## config.mk

```make
export PLATFORM = sky130hd
export DESIGN_NAME = phase_sched
export DESIGN_NICKNAME = d
export VERILOG_FILES = /design/src/rtl/systemizer_pkg.sv /design/src/rtl/phase_issue_ctr.sv /design/src/rtl/phase_sched.sv
export SDC_FILE = /design/constraint.sdc
export NUM_CORES = 1
export LEC_CHECK = 0
export ABC_AREA = 1
export CAP_MARGIN = 10
export CORE_MARGIN = 4
export CORE_UTILIZATION = 52
export CTS_CLUSTER_SIZE = 14
export DETAILED_ROUTE_END_ITERATION = 7
export PLACE_DENSITY_LB_ADDON = 0.05
export SETUP_SLACK_MARGIN = 0.3
export SYNTH_ARGS = -nofsm -noshare
export SYNTH_HDL_FRONTEND = slang
export SYNTH_SLANG_ARGS = --single-unit
```

## constraint.sdc

```tcl
create_clock -name clk -period 3.7 [get_ports clk]
set_input_delay 0.925 -clock clk [delete_from_list [all_inputs] [get_ports clk]]
set_output_delay 0.925 -clock clk [all_outputs]
set_load 0.03 [all_outputs]
```

## src/rtl/systemizer_pkg.sv

```systemverilog
// systemizer_pkg: shared types, default geometry and width helpers for the phase sequencer.
package systemizer_pkg;
  localparam int DEF_N = 4;
  localparam int DEF_L = 24;
  localparam int DEF_K = 32;
  localparam int P = DEF_L / DEF_N;
  typedef enum logic [1:0] {IDLE, RUN, DRAIN, END} state_t;
  function automatic int ctr_w(input int l, input int n);
    return $clog2(l / n + 1);
  endfunction
  function automatic int addr_w(input int l, input int k, input int n);
    return $clog2(l * k / n + 1);
  endfunction
endpackage

```

## src/rtl/phase_issue_ctr.sv

```systemverilog
// phase_issue_ctr: issued/completed phase counters, two-deep in-flight limit and phase address generation.
module phase_issue_ctr
  import systemizer_pkg::*;
#(
  parameter int N = DEF_N,
  parameter int L = DEF_L,
  parameter int K = DEF_K
) (
  input  logic                       clk,
  input  logic                       rst_n,
  input  logic                       clr,
  input  logic                       en,
  input  logic                       ph_ready,
  input  logic                       ph_done,
  output logic                       ph_start,
  output logic [addr_w(L,K,N)-1:0]   ph_start_block,
  output logic [$clog2(L):0]         ph_rows,
  output logic [ctr_w(L,N)-1:0]      iss,
  output logic [ctr_w(L,N)-1:0]      cmp
);
  localparam int PH = L / N;
  localparam int CW = ctr_w(L, N);
  localparam int AW = addr_w(L, K, N);
  localparam int RW = $clog2(L) + 1;
  logic [CW-1:0] iss_q, iss_d, cmp_q, cmp_d;
  logic [AW-1:0] blk_q, blk_d;
  logic [RW-1:0] rows_q, rows_d;
  logic          start_q, start_d, issue;
  always_comb begin
    issue = en && ph_ready && !start_q && iss_q < CW'(PH) && (iss_q - cmp_q) < CW'(2);
    iss_d = clr ? '0 : iss_q + CW'(issue);
    cmp_d = clr ? '0 : cmp_q + CW'(ph_done);
    start_d = issue;
    blk_d = issue ? AW'(iss_q) * AW'(L) : blk_q;
    rows_d = issue ? RW'(iss_q) * RW'(N) : rows_q;
  end
  always_ff @(posedge clk or negedge rst_n) begin
    if (!rst_n) begin
      iss_q <= '0;
      cmp_q <= '0;
      start_q <= 1'b0;
      blk_q <= '0;
      rows_q <= '0;
    end else begin
      iss_q <= iss_d;
      cmp_q <= cmp_d;
      start_q <= start_d;
      blk_q <= blk_d;
      rows_q <= rows_d;
    end
  end
  assign ph_start = start_q;
  assign ph_start_block = blk_q;
  assign ph_rows = rows_q;
  assign iss = iss_q;
  assign cmp = cmp_q;
endmodule

```

## src/rtl/phase_sched.sv

```systemverilog
// phase_sched: run FSM sequencing one phase per pivot block, failure latch and host memory grant.
module phase_sched
  import systemizer_pkg::*;
#(
  parameter int N = DEF_N,
  parameter int L = DEF_L,
  parameter int K = DEF_K
) (
  input  logic                       clk,
  input  logic                       rst_n,
  input  logic                       start,
  output logic                       busy,
  output logic                       done,
  output logic                       fail,
  output logic [ctr_w(L,N)-1:0]      phase_idx,
  output logic                       ph_start,
  output logic [addr_w(L,K,N)-1:0]   ph_start_block,
  output logic [$clog2(L):0]         ph_rows,
  input  logic                       ph_ready,
  input  logic                       ph_done,
  input  logic                       ph_fail,
  input  logic                       host_req,
  output logic                       host_gnt
);
  localparam int PH = L / N;
  localparam int CW = ctr_w(L, N);
  state_t        state_q, state_d;
  logic          busy_q, busy_d, done_q, done_d, fail_q, fail_d, gnt_q, gnt_d;
  logic          idle, go, stop, en;
  logic [CW-1:0] iss, cmp, cmp_nx;
  phase_issue_ctr #(.N(N), .L(L), .K(K)) u_ctr (
    .clk(clk), .rst_n(rst_n), .clr(go), .en(en), .ph_ready(ph_ready), .ph_done(ph_done),
    .ph_start(ph_start), .ph_start_block(ph_start_block), .ph_rows(ph_rows), .iss(iss), .cmp(cmp)
  );
  always_comb begin
    idle = state_q == IDLE || state_q == END;
    go = idle && start && !host_req;
    stop = fail_q || ph_fail;
    en = state_q == RUN && !stop;
    // a completion arriving this cycle already counts toward the exit conditions
    cmp_nx = cmp + CW'(ph_done);
    case (state_q)
      IDLE, END: state_d = go ? RUN : state_q;
      RUN:       state_d = stop ? (cmp_nx == iss ? END : DRAIN) : (cmp_nx == CW'(PH) ? END : RUN);
      DRAIN:     state_d = cmp_nx == iss ? END : DRAIN;
      default:   state_d = IDLE;
    endcase
    busy_d = state_d == RUN || state_d == DRAIN;
    done_d = state_d == END && state_q != END;
    fail_d = go ? 1'b0 : fail_q || (!idle && ph_fail);
    gnt_d = idle && host_req;
  end
  always_ff @(posedge clk or negedge rst_n) begin
    if (!rst_n) begin
      state_q <= IDLE;
      busy_q <= 1'b0;
      done_q <= 1'b0;
      fail_q <= 1'b0;
      gnt_q <= 1'b0;
    end else begin
      state_q <= state_d;
      busy_q <= busy_d;
      done_q <= done_d;
      fail_q <= fail_d;
      gnt_q <= gnt_d;
    end
  end
  assign busy = busy_q;
  assign done = done_q;
  assign fail = fail_q;
  assign host_gnt = gnt_q;
  assign phase_idx = iss;
endmodule

```

# After elaboration in Yosys (flattened, before gate mapping)
# Cells that the tools add are included.
dict set report totals {
  reg_bits 21
  out_inout_bits 22
}
dict set report classes {
  magnitude_cmp 2
  eq_ne 9
  reduce_logical 20
  muxes 8
  n_mul 1
  addsub 3
}
# op count
set op_table {}
lappend op_table {{1-bit logical AND} 10}
lappend op_table {{2-bit == test (second input constant)} 4}
lappend op_table {{3-bit by 1-bit adder with 3-bit output} 2}
lappend op_table {{2-bit 2-to-1 mux} 3}
lappend op_table {{3-bit 2-to-1 mux} 2}
lappend op_table {{2-bit one-hot mux with 3 select lines} 1}
lappend op_table {{3-bit by 2-bit multiplier with 5-bit output (second input constant)} 1}
lappend op_table {{2-bit by 1-bit == test with 1-bit output (second input constant)} 2}
lappend op_table {{1-bit logical NOT} 4}
lappend op_table {{1-bit logical OR} 4}
lappend op_table {{3-bit == test} 1}
lappend op_table {{3-bit == test (second input constant)} 1}
lappend op_table {{3-bit by 2-bit less-than comparator with 1-bit output (second input constant)} 1}
lappend op_table {{3-bit less-than comparator (second input constant)} 1}
lappend op_table {{3-bit subtractor} 1}
lappend op_table {{2-bit logical NOT} 1}
lappend op_table {{1-bit 2-to-1 mux} 2}
lappend op_table {{2-bit != test (second input constant)} 1}
lappend op_table {{2-bit OR reduction} 1}

# Logic depth before layout (Yosys ltp)
dict set report depth {
  depth_word 9
  mapped_depth 12
  mapped_depth_nobuf 12
}

# By module
# A second synthesis with hierarchy kept.
dict set report unflattened {
  hier_cells 147
  hier_area_um2 1260.0
}
# module instances area_per_inst_um2 seq_area_each_um2 cells_per_inst
set modules_own_cells {}
lappend modules_own_cells {phase_issue_ctr 1 823.3 350.3 90}
lappend modules_own_cells {phase_sched 1 436.7 150.1 57}

# Least setup slack after synthesis
# OpenSTA, ideal clock, no wires.
dict set report synth_path {
  path_kind {flip-flop to flip-flop}
  startpoint {register u_ctr.iss_q[1], in the netlist u_ctr.iss[1]}
  endpoint {register u_ctr.iss_q[2], in the netlist u_ctr.iss[2]}
  t_arrival_ns 2.205
  setup_slack_ns 1.372
  t_required_ns 3.578
  synth_period_minus_slack_ns 2.328
  n_path_buf 0
  stages_incl_launch_ff 11
  path_cell_list {dfrtp_1 > inv_1 > fa_1 > nand3_1 > nor2_8 > nand2_4 > inv_2 > ha_1 > ha_1 > xnor2_1 > nor2_1}
}
dict set report synth_via {
  elab_chain_cells 5
  word_cells_on_any_way 7
  classes_between {add/sub: 2; order compare: 2; mux: 1; reduce/logical: 2}
}
# element line_no
set synth_rtl {}
lappend synth_rtl {{from (decl)} phase_issue_ctr.sv:25} ;# logic [CW-1:0] iss_q, iss_d, cmp_q, cmp_d;
lappend synth_rtl {{from (signal assigned)} phase_issue_ctr.sv:45} ;# iss_q <= iss_d;
lappend synth_rtl {{3-bit subtractor / 3-bit less-than comparator (equally long branches)} phase_issue_ctr.sv:30} ;# issue = en && ph_ready && !start_q && iss_q < CW'(PH) && (iss_q - cmp_q) < CW'(2);
lappend synth_rtl {{3-bit by 2-bit less-than comparator with 1-bit output / 1-bit logical AND (equally long branches)} phase_issue_ctr.sv:30}
lappend synth_rtl {{1-bit logical AND (*)} phase_issue_ctr.sv:30}
lappend synth_rtl {{named net u_ctr.issue} phase_issue_ctr.sv:28} ;# logic start_q, start_d, issue;
lappend synth_rtl {{3-bit by 1-bit adder with 3-bit output (*)} phase_issue_ctr.sv:31} ;# iss_d = clr ? '0 : iss_q + CW'(issue);
lappend synth_rtl {{3-bit 2-to-1 mux (*)} phase_issue_ctr.sv:31}
lappend synth_rtl {{named net u_ctr.iss_d[2]} phase_issue_ctr.sv:25}
# The timed path passes the listed nets; every way through them passes the cells marked *.
# A chain may end at the register's enable or synchronous reset.

# Worst setup path in the final report
dict set report layout_path {
  startpoint {register u_ctr.iss_q[2], in the netlist u_ctr.iss[2]}
  endpoint {output phase_idx[2]}
}
# element line_no
set layout_rtl {}
lappend layout_rtl {{to (decl)} phase_sched.sv:15} ;# output logic [ctr_w(L,N)-1:0] phase_idx,
# No word-level cell between the ends.

==> flow_summary.yaml <==
pwr:
  power.density_nw_per_um2: 723.0
  p_switching_mw: 0.4417
  clkPwrFrac_pct: 17.7
  power.internal_mw: 0.5877
  switching_share_pct: 42.91
  p_leak_nw: 0.7510
  ir_drop_mv: 0.5642
  pwr-share-seq_pct: 31.6
  p_comb_share_pct: 50.7
clock_tree:
  cts_hold_buf: 0
  clock_path_buffers: 2
  numClockSinks: 20
  tritoncts: "yes"
  clk_latency_ps: 310
  root_buffer: "clkbuf_4"
  htreeDepth: 1
  clkTransAtPathRegs_ps: 120
  cts_inserted_buffers: 3
  postCtsSetupBuffers: 0
  ctsResizeCount: 0
grt:
  grt_pass1_wl_um: 3822
  grt_max_degree: 21
  antenna_found_initial: 0
  grt_use_total_pct: 15.70
  first_global_vias: 856
  overflow: 0
setup_path:
  max_stage_delay_ps: 750
  critPathArrivalTime_ps: 1660
  crit_type: "flop to primary output"
  end_kind: "primary output"
  worstPathMaxFanout: 8
  cp_data_required_time_ps: 2770
  path_buf_inv: 1
  path_delay_family: "buffers and inverters"
  critPathLaunchType: "flop"
  slowest_stage: "clkdlybuf4s50_1"
  path_cells: "clkdlybuf4s50_1"
finish:
  nFillCells: 171
  layout_commonest_cell: "nand2_1"
  diodes: 0
  area_growth_pct: 22.50
  fin_util_pct: 69.73
  drive_gt1_share_pct: 9.804
  final_cell_mix: "29 x nand2_1, 22 x clkdlybuf4s50_1, 20 x dfrtp_1"
  nets: 173
placed_design:
  hpwlAfterDp_um: 1627
  routabilityCongestion: 0.8510
  io_buffers: 22
sta:
  timing.slew.headroom_pct: 38.55
  holdWs_ps: 485.3
  hold_viol: 0
  rsz0062_at_grt: "no"
  post-route-min-period_ps: 2589
  fmax_mhz: 386.3
  min_period_over_period_pct: 69.96
  setup_viol: 0
  tns_ps: 0
  worst_pin_slew_ps: 918.8
  slew_viol_final: 0
  clock_skew_ps: 3.462
floorplan:
  die_area_um2: 3056
  start_util_pct: 56.92
  io_pins: 29
  dieWidth_um: 55.28
  die_h_um: 55.28
  rows: 16
  core_region_area_um2: 2042
yosys:
  syn_inst: 130
  synth_top_area_share_pct: 43.06
  synth_area_per_cell_um2: 8.941
  synth.area.top_cells: "dfrtp_1 43%, ha_1 11%, nand2_1 9.4%, inv_1 5.5%, buf_4 4.5%"
  synthesis.area_um2: 1162
  yosysSeqAreaShare_pct: 43.06
  synth_cell_types: 24
  yosysWarnings: 0
  ys_ff_latch: 20
  yosys.area.top_type: "dfrtp_1"
run_status:
  status: "finished, final reports clean"
drt:
  drt-pass1-iter-count: 4
  vias_per_cell: 4.844
  wl_um: 2170
  drt-initial-drc-count: 11
  drc_errors: 0
  ant_nets: 0
  wire_per_inst_um: 12.06
  dr_total_vias: 872
hold_path:
  hp-class: "flop to flop"
job:
  max-cap-violations: 0
layout make-up:
class	count	area, um2	share of cell area [%]
multi-input combinational	88	540.5	37.96
sequential	20	500.5	35.15
timing repair buffer	22	220.2	15.47
inverter	19	76.32	5.360
tap	27	33.78	2.373
clock inverter	1	30.03	2.109
clock buffer	3	22.52	1.582
kinds of logic (layout without fill, tap and decap cells):
group / Yosys count / count (layout) / share of synthesized area (%)
xor gates and xnor gates: 2 / 2 / 1.507
other: 1 / 6 / 0.3226
AOI/OAI and AO/OA: 6 / 6 / 2.691
adders and majority gates: 12 / 12 / 14.21
buffers and inverters: 27 / 45 / 12.06
DFF: 20 / 20 / 43.06
and+or+nand+nor: 62 / 62 / 26.16
metrics by stage:
step           cells  instance area (um2)  setup slack [ps]  total power [mW]
3_5_place_dp     176                 1371             930.7            0.8507
3_3_place_gp     176                 1371             966.7            0.8300
5_1_grt          180                 1424              1047             1.119
4_1_cts          180                 1424              1096             1.036
2_1_floorplan    135                 1181              1372            0.7038
6_report         180                 1424              1111             1.029
sequential cells by signal (all words and copies together), names as in the netlist:
register	flops
u_ctr.cmp	3
busy	1
host_gnt	1
done	1
u_ctr.ph_start_block	4
u_ctr.ph_start	1
u_ctr.ph_rows	3
u_ctr.iss	3
state_q	2
fail	1
synthesized netlist by cell type (all sizes together):
master  instances
nor3            1
o21ai           1
fa              2
inv            19
or2             1
conb            1
buf             8
nand3b          2
nor2           16
nand3           9
ha             10
xnor2           2
dfrtp          20
nand2          33
a21oi           4
o22ai           1
layer usage:
metal	vias up	part of all wire, %	global-route usage [%]
met3	4	6.8	3.497
met5	-	0	0
li1	435	-	-
met2	28	49	25.84
met4	0	1.2	6.944
met1	405	43	19.61
path summary, 6_finish.rpt:
path	startpoint	endpoint	slack [ps]	cells after the start
max	u_ctr.iss[2]	phase_idx[2]	1110	1
min	u_ctr.ph_start_block[4]	u_ctr.ph_start_block[4]	490	2
max reg2reg	u_ctr.iss[1]	u_ctr.iss[2]	1380	10
min reg2reg	u_ctr.ph_start_block[4]	u_ctr.ph_start_block[4]	490	2
max in group asynchronous	rst_n	u_ctr.ph_start_block[7]	2030	1
min in group asynchronous	rst_n	u_ctr.cmp[2]	1110	1
power by group through the flow:
stage	Combinational (mW)	Clock (mW)	Sequential, mW
floorplan	0.322	0	0.381
global placement	0.500	0	0.330
detailed placement	0.520	0	0.331
CTS	0.525	0.185	0.326
global route	0.585	0.198	0.337
finish	0.522	0.182	0.326
worst min-delay path, cell delays in order, from the launching register on:
cell,delay (ps)
dfrtp_1,360
nand2_1,50
nand2_1,50
Note: power is estimated with default switching activity, not from simulation.
